==> src/rtl/mips_pkg.sv <==
// Shared widths, fetch FSM encoding and reset PC for the MIPS fetch slice.
package mips_pkg;

   localparam int OP_W  = 6;
   localparam int REG_W = 5;
   localparam int IMM_W = 16;
   localparam int TGT_W = 26;

   localparam logic [31:0] DEFAULT_RESET_PC = 32'h0000_0000;

   typedef enum logic [1:0] {
      IDLE  = 2'd0,
      FETCH = 2'd1,
      HOLD  = 2'd2
   } fetch_state_t;

   // Branch offsets count words, so the sign-extended immediate is scaled by 4.
   function automatic logic [31:0] branch_offset(input logic [IMM_W-1:0] imm);
      return {{14{imm[IMM_W-1]}}, imm, 2'b00};
   endfunction

endpackage

==> src/rtl/mips_instr_fields.sv <==
// Splits a 32-bit MIPS instruction word into its R/I/J-format fields.
module mips_instr_fields
   import mips_pkg::*;
(
   input  logic [31:0]      instr,
   output logic [OP_W-1:0]  opcode,
   output logic [REG_W-1:0] rs,
   output logic [REG_W-1:0] rt,
   output logic [REG_W-1:0] rd,
   output logic [REG_W-1:0] shamt,
   output logic [OP_W-1:0]  funct,
   output logic [IMM_W-1:0] imm,
   output logic [TGT_W-1:0] target
);

   assign opcode = instr[31:26];
   assign rs     = instr[25:21];
   assign rt     = instr[20:16];
   assign rd     = instr[15:11];
   assign shamt  = instr[10:6];
   assign funct  = instr[5:0];
   assign imm    = instr[15:0];
   assign target = instr[25:0];

endmodule

==> src/rtl/mips_fetch_stage.sv <==
// Instruction fetch stage: owns the PC, reads imem over req/ack, holds the word
// until decode consumes it, then applies the selected redirect.
module mips_fetch_stage
   import mips_pkg::*;
#(
   parameter logic [31:0] RESET_PC = DEFAULT_RESET_PC
) (
   input  logic             clk,
   input  logic             reset,
   output logic             imem_req,
   output logic [31:0]      imem_addr,
   input  logic             imem_ack,
   input  logic [31:0]      imem_rdata,
   input  logic             stall,
   input  logic             branch_taken,
   input  logic [15:0]      branch_imm,
   input  logic             jump,
   input  logic [25:0]      jump_target,
   input  logic             jump_reg,
   input  logic [31:0]      jr_addr,
   output logic [31:0]      pc_out,
   output logic [31:0]      pc_plus4,
   output logic [31:0]      instr,
   output logic             instr_valid,
   output logic [OP_W-1:0]  opcode,
   output logic [REG_W-1:0] rs,
   output logic [REG_W-1:0] rt,
   output logic [REG_W-1:0] rd,
   output logic [REG_W-1:0] shamt,
   output logic [OP_W-1:0]  funct,
   output logic [IMM_W-1:0] imm,
   output logic [TGT_W-1:0] target,
   output logic [1:0]       state_dbg
);

   // Handshakes: imem_req stays high in FETCH until a cycle with imem_ack
   // (same-cycle ack allowed); the held instruction is consumed on any HOLD
   // cycle with stall low, which is also the only cycle redirects are sampled.

   fetch_state_t state_q, state_d;
   logic [31:0]  pc_q, pc_d;
   logic [31:0]  instr_q, instr_d;
   logic         valid_q, valid_d;
   logic [31:0]  next_pc;

   always_ff @(posedge clk) begin
      if (reset) begin
         state_q <= IDLE;
         pc_q    <= RESET_PC;
         instr_q <= 32'h0;
         valid_q <= 1'b0;
      end else begin
         state_q <= state_d;
         pc_q    <= pc_d;
         instr_q <= instr_d;
         valid_q <= valid_d;
      end
   end

   always_comb begin
      state_d = state_q;
      case (state_q)
         IDLE:    state_d = FETCH;
         FETCH:   if (imem_ack) state_d = HOLD;
         HOLD:    if (!stall)   state_d = FETCH;
         default: state_d = IDLE;
      endcase
   end

   assign pc_plus4 = pc_q + 32'd4;

   always_comb begin
      next_pc = pc_plus4;
      if (jump_reg)          next_pc = jr_addr & 32'hFFFF_FFFC;
      else if (jump)         next_pc = {pc_plus4[31:28], jump_target, 2'b00};
      else if (branch_taken) next_pc = pc_plus4 + branch_offset(branch_imm);
   end

   always_comb begin
      pc_d    = pc_q;
      instr_d = instr_q;
      valid_d = valid_q;
      if (state_q == FETCH && imem_ack) begin
         instr_d = imem_rdata;
         valid_d = 1'b1;
      end else if (state_q == HOLD && !stall) begin
         pc_d    = next_pc;
         valid_d = 1'b0;
      end
   end

   always_comb begin
      imem_req    = (state_q == FETCH);
      imem_addr   = pc_q;
      pc_out      = pc_q;
      instr       = instr_q;
      instr_valid = valid_q;
      state_dbg   = state_q;
   end

   mips_instr_fields u_fields (
      .instr  (instr_q),
      .opcode (opcode),
      .rs     (rs),
      .rt     (rt),
      .rd     (rd),
      .shamt  (shamt),
      .funct  (funct),
      .imm    (imm),
      .target (target)
   );

endmodule
==> config.mk <==
export PLATFORM = sky130hd
export DESIGN_NAME = mips_fetch_stage
export DESIGN_NICKNAME = d
export VERILOG_FILES = /design/src/rtl/mips_pkg.sv /design/src/rtl/mips_instr_fields.sv /design/src/rtl/mips_fetch_stage.sv
export SDC_FILE = /design/constraint.sdc
export NUM_CORES = 1
export LEC_CHECK = 0
export BUFFER_PORTS_ARGS = -buffer_cell sky130_fd_sc_hd__buf_4
export CAP_MARGIN = 20
export CORE_ASPECT_RATIO = 0.75
export CORE_MARGIN = 8
export CORE_UTILIZATION = 47
export CTS_BUF_LIST = sky130_fd_sc_hd__clkbuf_8
export CTS_CLUSTER_SIZE = 28
export DETAILED_ROUTE_END_ITERATION = 12
export GPL_ROUTABILITY_DRIVEN = 0
export GPL_TIMING_DRIVEN = 1
export PLACE_DENSITY_LB_ADDON = 0.15
export SYNTH_ARGS = -nofsm -noshare
export SYNTH_HDL_FRONTEND = slang
export SYNTH_SLANG_ARGS = --single-unit
==> constraint.sdc <==
create_clock -name clk -period 3.9 [get_ports clk]
set_clock_uncertainty 0.2 [all_clocks]
set_input_delay 0.39 -clock clk [delete_from_list [all_inputs] [get_ports clk]]
set_output_delay 0.39 -clock clk [all_outputs]
set_load 0.005 [all_outputs]
==> metrics.md <==
| Metric | Value |
|---|---|
| Area of the multi-input gates | `around 3800 um^2` |
| Top FF cell, synth | `dfxtp_1` |
| Dpl ws | `between 150 and 200 ps` |
| GRT Overall Usage | `between 20% and 30%` |
| CP arrival | `around 3700 ps` |
| Global-route wire length before repair | `~35000 um` |
| Full die area | `16600 um^2` |
| Seq/Total Area, Yosys | `around 22%` |
| Filler instances | `1102` |
| Routed WL | `roughly 23000 um` |
| Max Fclk | `approximately 0.27 GHz` |
| Ports | `around 320` |
| Clk root buf | `clkbuf_8` |
| Vias in the first global route | `roughly 6400` |
| Area grow syn2layout | `38.3%` |
| Rel. slew slack | `between 40% and 50%` |
| Hold Path Class | `in2reg` |
| CP required | `between 3000 and 4000 ps` |
| Sw frac | `30.9%` |
| Synth Register Bits | `between 60 and 70` |
| Slew Viols, Final | `0` |
| Tcrit/Tclk final | `93.9%` |
| Post-synth EDFFs | `0` |
| 1st-iter DRT viols | `between 600 and 700` |
| Std cell rows | `35` |
| Max Cap Viol | `0` |
| Leak Pwr | `a little over 4 nW` |
| Critical Path Fanout Max | `6` |
| Nets@finish | `between 1000 and 1500` |
| Reg2Reg Depth | `15` |
| Critical Path Source Type | `register` |
| Post-DR vias/cell | `between 5 and 6` |
| Hold Path Depth | `3` |
| Clock power frac | `about a third` |
| Mapped Area | `about 6000 um^2` |
| PwrDens | `about 230 nW/um^2` |
| Clock sinks | `65` |
| Critical path class | `reg2reg` |
| Fin worst setup slack | `roughly 240 ps` |
| Worst skew pair latency | `370 ps` |
| Final setup viols | `0` |
| Mapped Avg Cell Area | `about 7.4 um^2` |
| Run status | `finished clean` |
| Clk buf depth | `2` |
| Setup crit end kind | `register` |
| Flip-flop and latch area | `approximately 1300 um^2` |
| # diodes | `0` |
| Vias | `between 6000 and 7000` |
| Share of post-route cells with drive strength above 1 | `39.3%` |
| Final cell count without fillers | `1207` |
| Cell-internal power | `1.32 mW` |
| TritonCTS clock tree | `done` |
| VDD IR max | `between 0.15 and 0.2 mV` |
| Yosys warning total | `0` |
| Largest net degree at the start of global routing | `67` |
| Psw | `between 0.5 and 0.6 mW` |
| Total gr overflow | `0` |
| Core ar. | `12300 um^2` |
| TNS Setup | `0 ps` |
| Drt drc | `0` |
| Initial antenna violation count | `0` |
| Synth Instances | `roughly 810` |
| DP Cell Count | `roughly 1200` |
| CTS H-tree lvls | `3` |
| Chip width | `roughly 150 um` |
| TritonCTS Buffers | `9` |
| Port bufs | `just over 300` |
| Sequential power share | `a little under two fifths` |
| Clk slew on worst S/H paths | `approximately 80 ps` |
| Ys async rst share | `0%` |
| Dpl hpwl | `roughly 18000 um` |
| RSZ-0062 raised after global routing | `false` |
| Comb pwr share | `roughly 28%` |
| Die Y | `114 um` |
| DRT Pass-1 Iters | `5` |
| Average wire per standard cell | `~19 um` |
| Post-DRT Antenna Nets | `0` |
| Largest area contributor in the netlist | `dfxtp_1` |
| Worst Tran Pin Value | `~790 ps` |
| Endpoints failing hold | `0` |
| Post-synth cell types | `67` |
| Util after Layout | `~67%` |
| Starting Density | `slightly below 50%` |
| Synth area leaders | `dfxtp_1 22%, buf_4 14%, ha_1 7.5%` |
| Share of the synthesized area in the top cell type | `roughly 22%` |
| Min Tclk post-route | `approximately 3700 ps` |
cells in the mapped netlist (all sizes together), types with 9 or more instances:
master and instances:
a211oi 26, nand3 24, a21oi 83, nor3 16
nand4 11, ha 36, o211ai 12, a21o 19
o21ai 30, nor2 58, and3 13, buf 113
nand2 113, inv 9, xnor2 33, clkbuf 37
xor2 18, dfxtp 65
repair_timing:
action	in CTS	in global routing
buffers inserted	0	2
endpoints found under the setup margin	0	11
resized for setup	0	17
hold buffers	0	0
through the flow:
stage | area, um^2 | total power, mW | hold WS [ps]
after CTS | 8160 | 1.91 | 50.8
after global placement | 7940 | 1.25 | 244
after detailed placement | 7940 | 1.26 | 257
final | 8260 | 1.92 | 67.9
after global routing | 8260 | 2.00 | 58.5
after floorplan | 6000 | 1.03 | 253
flip-flops by register name, indices dropped and copies added, names as in the netlist:
register / flops
instr: 32
instr_valid: 1
imem_addr: 30
state_dbg: 2
worst max-delay path, cell delays in order, from the launching register on:
cell and delay [ps]:
dfxtp_1 440, and3_1 270, nand3_1 200, nor3_4 270
buf_4 150, xor2_1 200, ha_1 280, a21o_1 160
a21o_1 180, a21oi_2 160, o21ai_1 110, o21ba_1 200
a211oi_2 210, xnor2_1 120, a21o_1 200, a31o_1 210
cells in the final DEF (no fill, tap or decap), types with 4 or more instances in the layout:
cell type  instances
buf_4            363
nand2_1          113
a21oi_1           79
dfxtp_1           64
nor2_1            56
ha_1              34
xnor2_1           29
a211oi_1          24
nand3_1           23
a21o_1            19
xor2_1            18
o21ai_0           17
nor3_1            15
and3_1            13
o21ai_1           13
o211ai_1          12
nand4_1           10
inv_1              9
clkbuf_8           9
nand2b_1           7
o22ai_1            7
conb_1             6
nor2b_1            5
o21a_1             5
mux2i_1            5
a211o_1            5
a31oi_1            5
xnor2_2            4
per-layer routing:
metal	global-route usage (%)	share of wire, %	up-vias
met3	8.11	8.7	18
met1	33.2	44	3010
met2	41.9	47	293
met4	5.61	1.1	0
met5	0	0	-
li1	-	-	3193
power by group through the flow:
stage / sequential (mW) / combinational, mW / clock (mW)
2_1_floorplan: 0.732 / 0.294 / 0
3_3_place_gp: 0.732 / 0.520 / 0
3_5_place_dp: 0.733 / 0.525 / 0
4_1_cts: 0.718 / 0.526 / 0.669
5_1_grt: 0.722 / 0.581 / 0.695
6_report: 0.718 / 0.533 / 0.664
path summary, 6_finish.rpt:
path | from | to | slack [ps]
setup / recovery | imem_addr[11] | imem_addr[31] | 240
hold / removal | imem_rdata[22] | instr[22] | 70
setup reg to reg | imem_addr[11] | imem_addr[31] | 240
hold reg to reg | instr_valid | instr_valid | 270
final cells by class:
| type | instances | share of cell area, % |
|---|---|---|
| clock inverters | 7 | 1.15 |
| multi-input cells | 586 | 45.5 |
| inverters | 10 | 0.454 |
| clock buffers | 9 | 1.50 |
| well taps | 166 | 2.51 |
| flip-flops and latches | 65 | 15.8 |
| repair buffers | 364 | 33.2 |
kinds of logic after synthesis:
family | share of synthesized area, %
simple gates | 20.2
compound gates | 24.7
buf+inv | 17.0
flops | 21.8
xor+xnor | 7.47
fa+ha+maj | 7.87
mux | 0.837
other cells | 0.0627
Note: power is estimated with default switching activity, not from simulation.
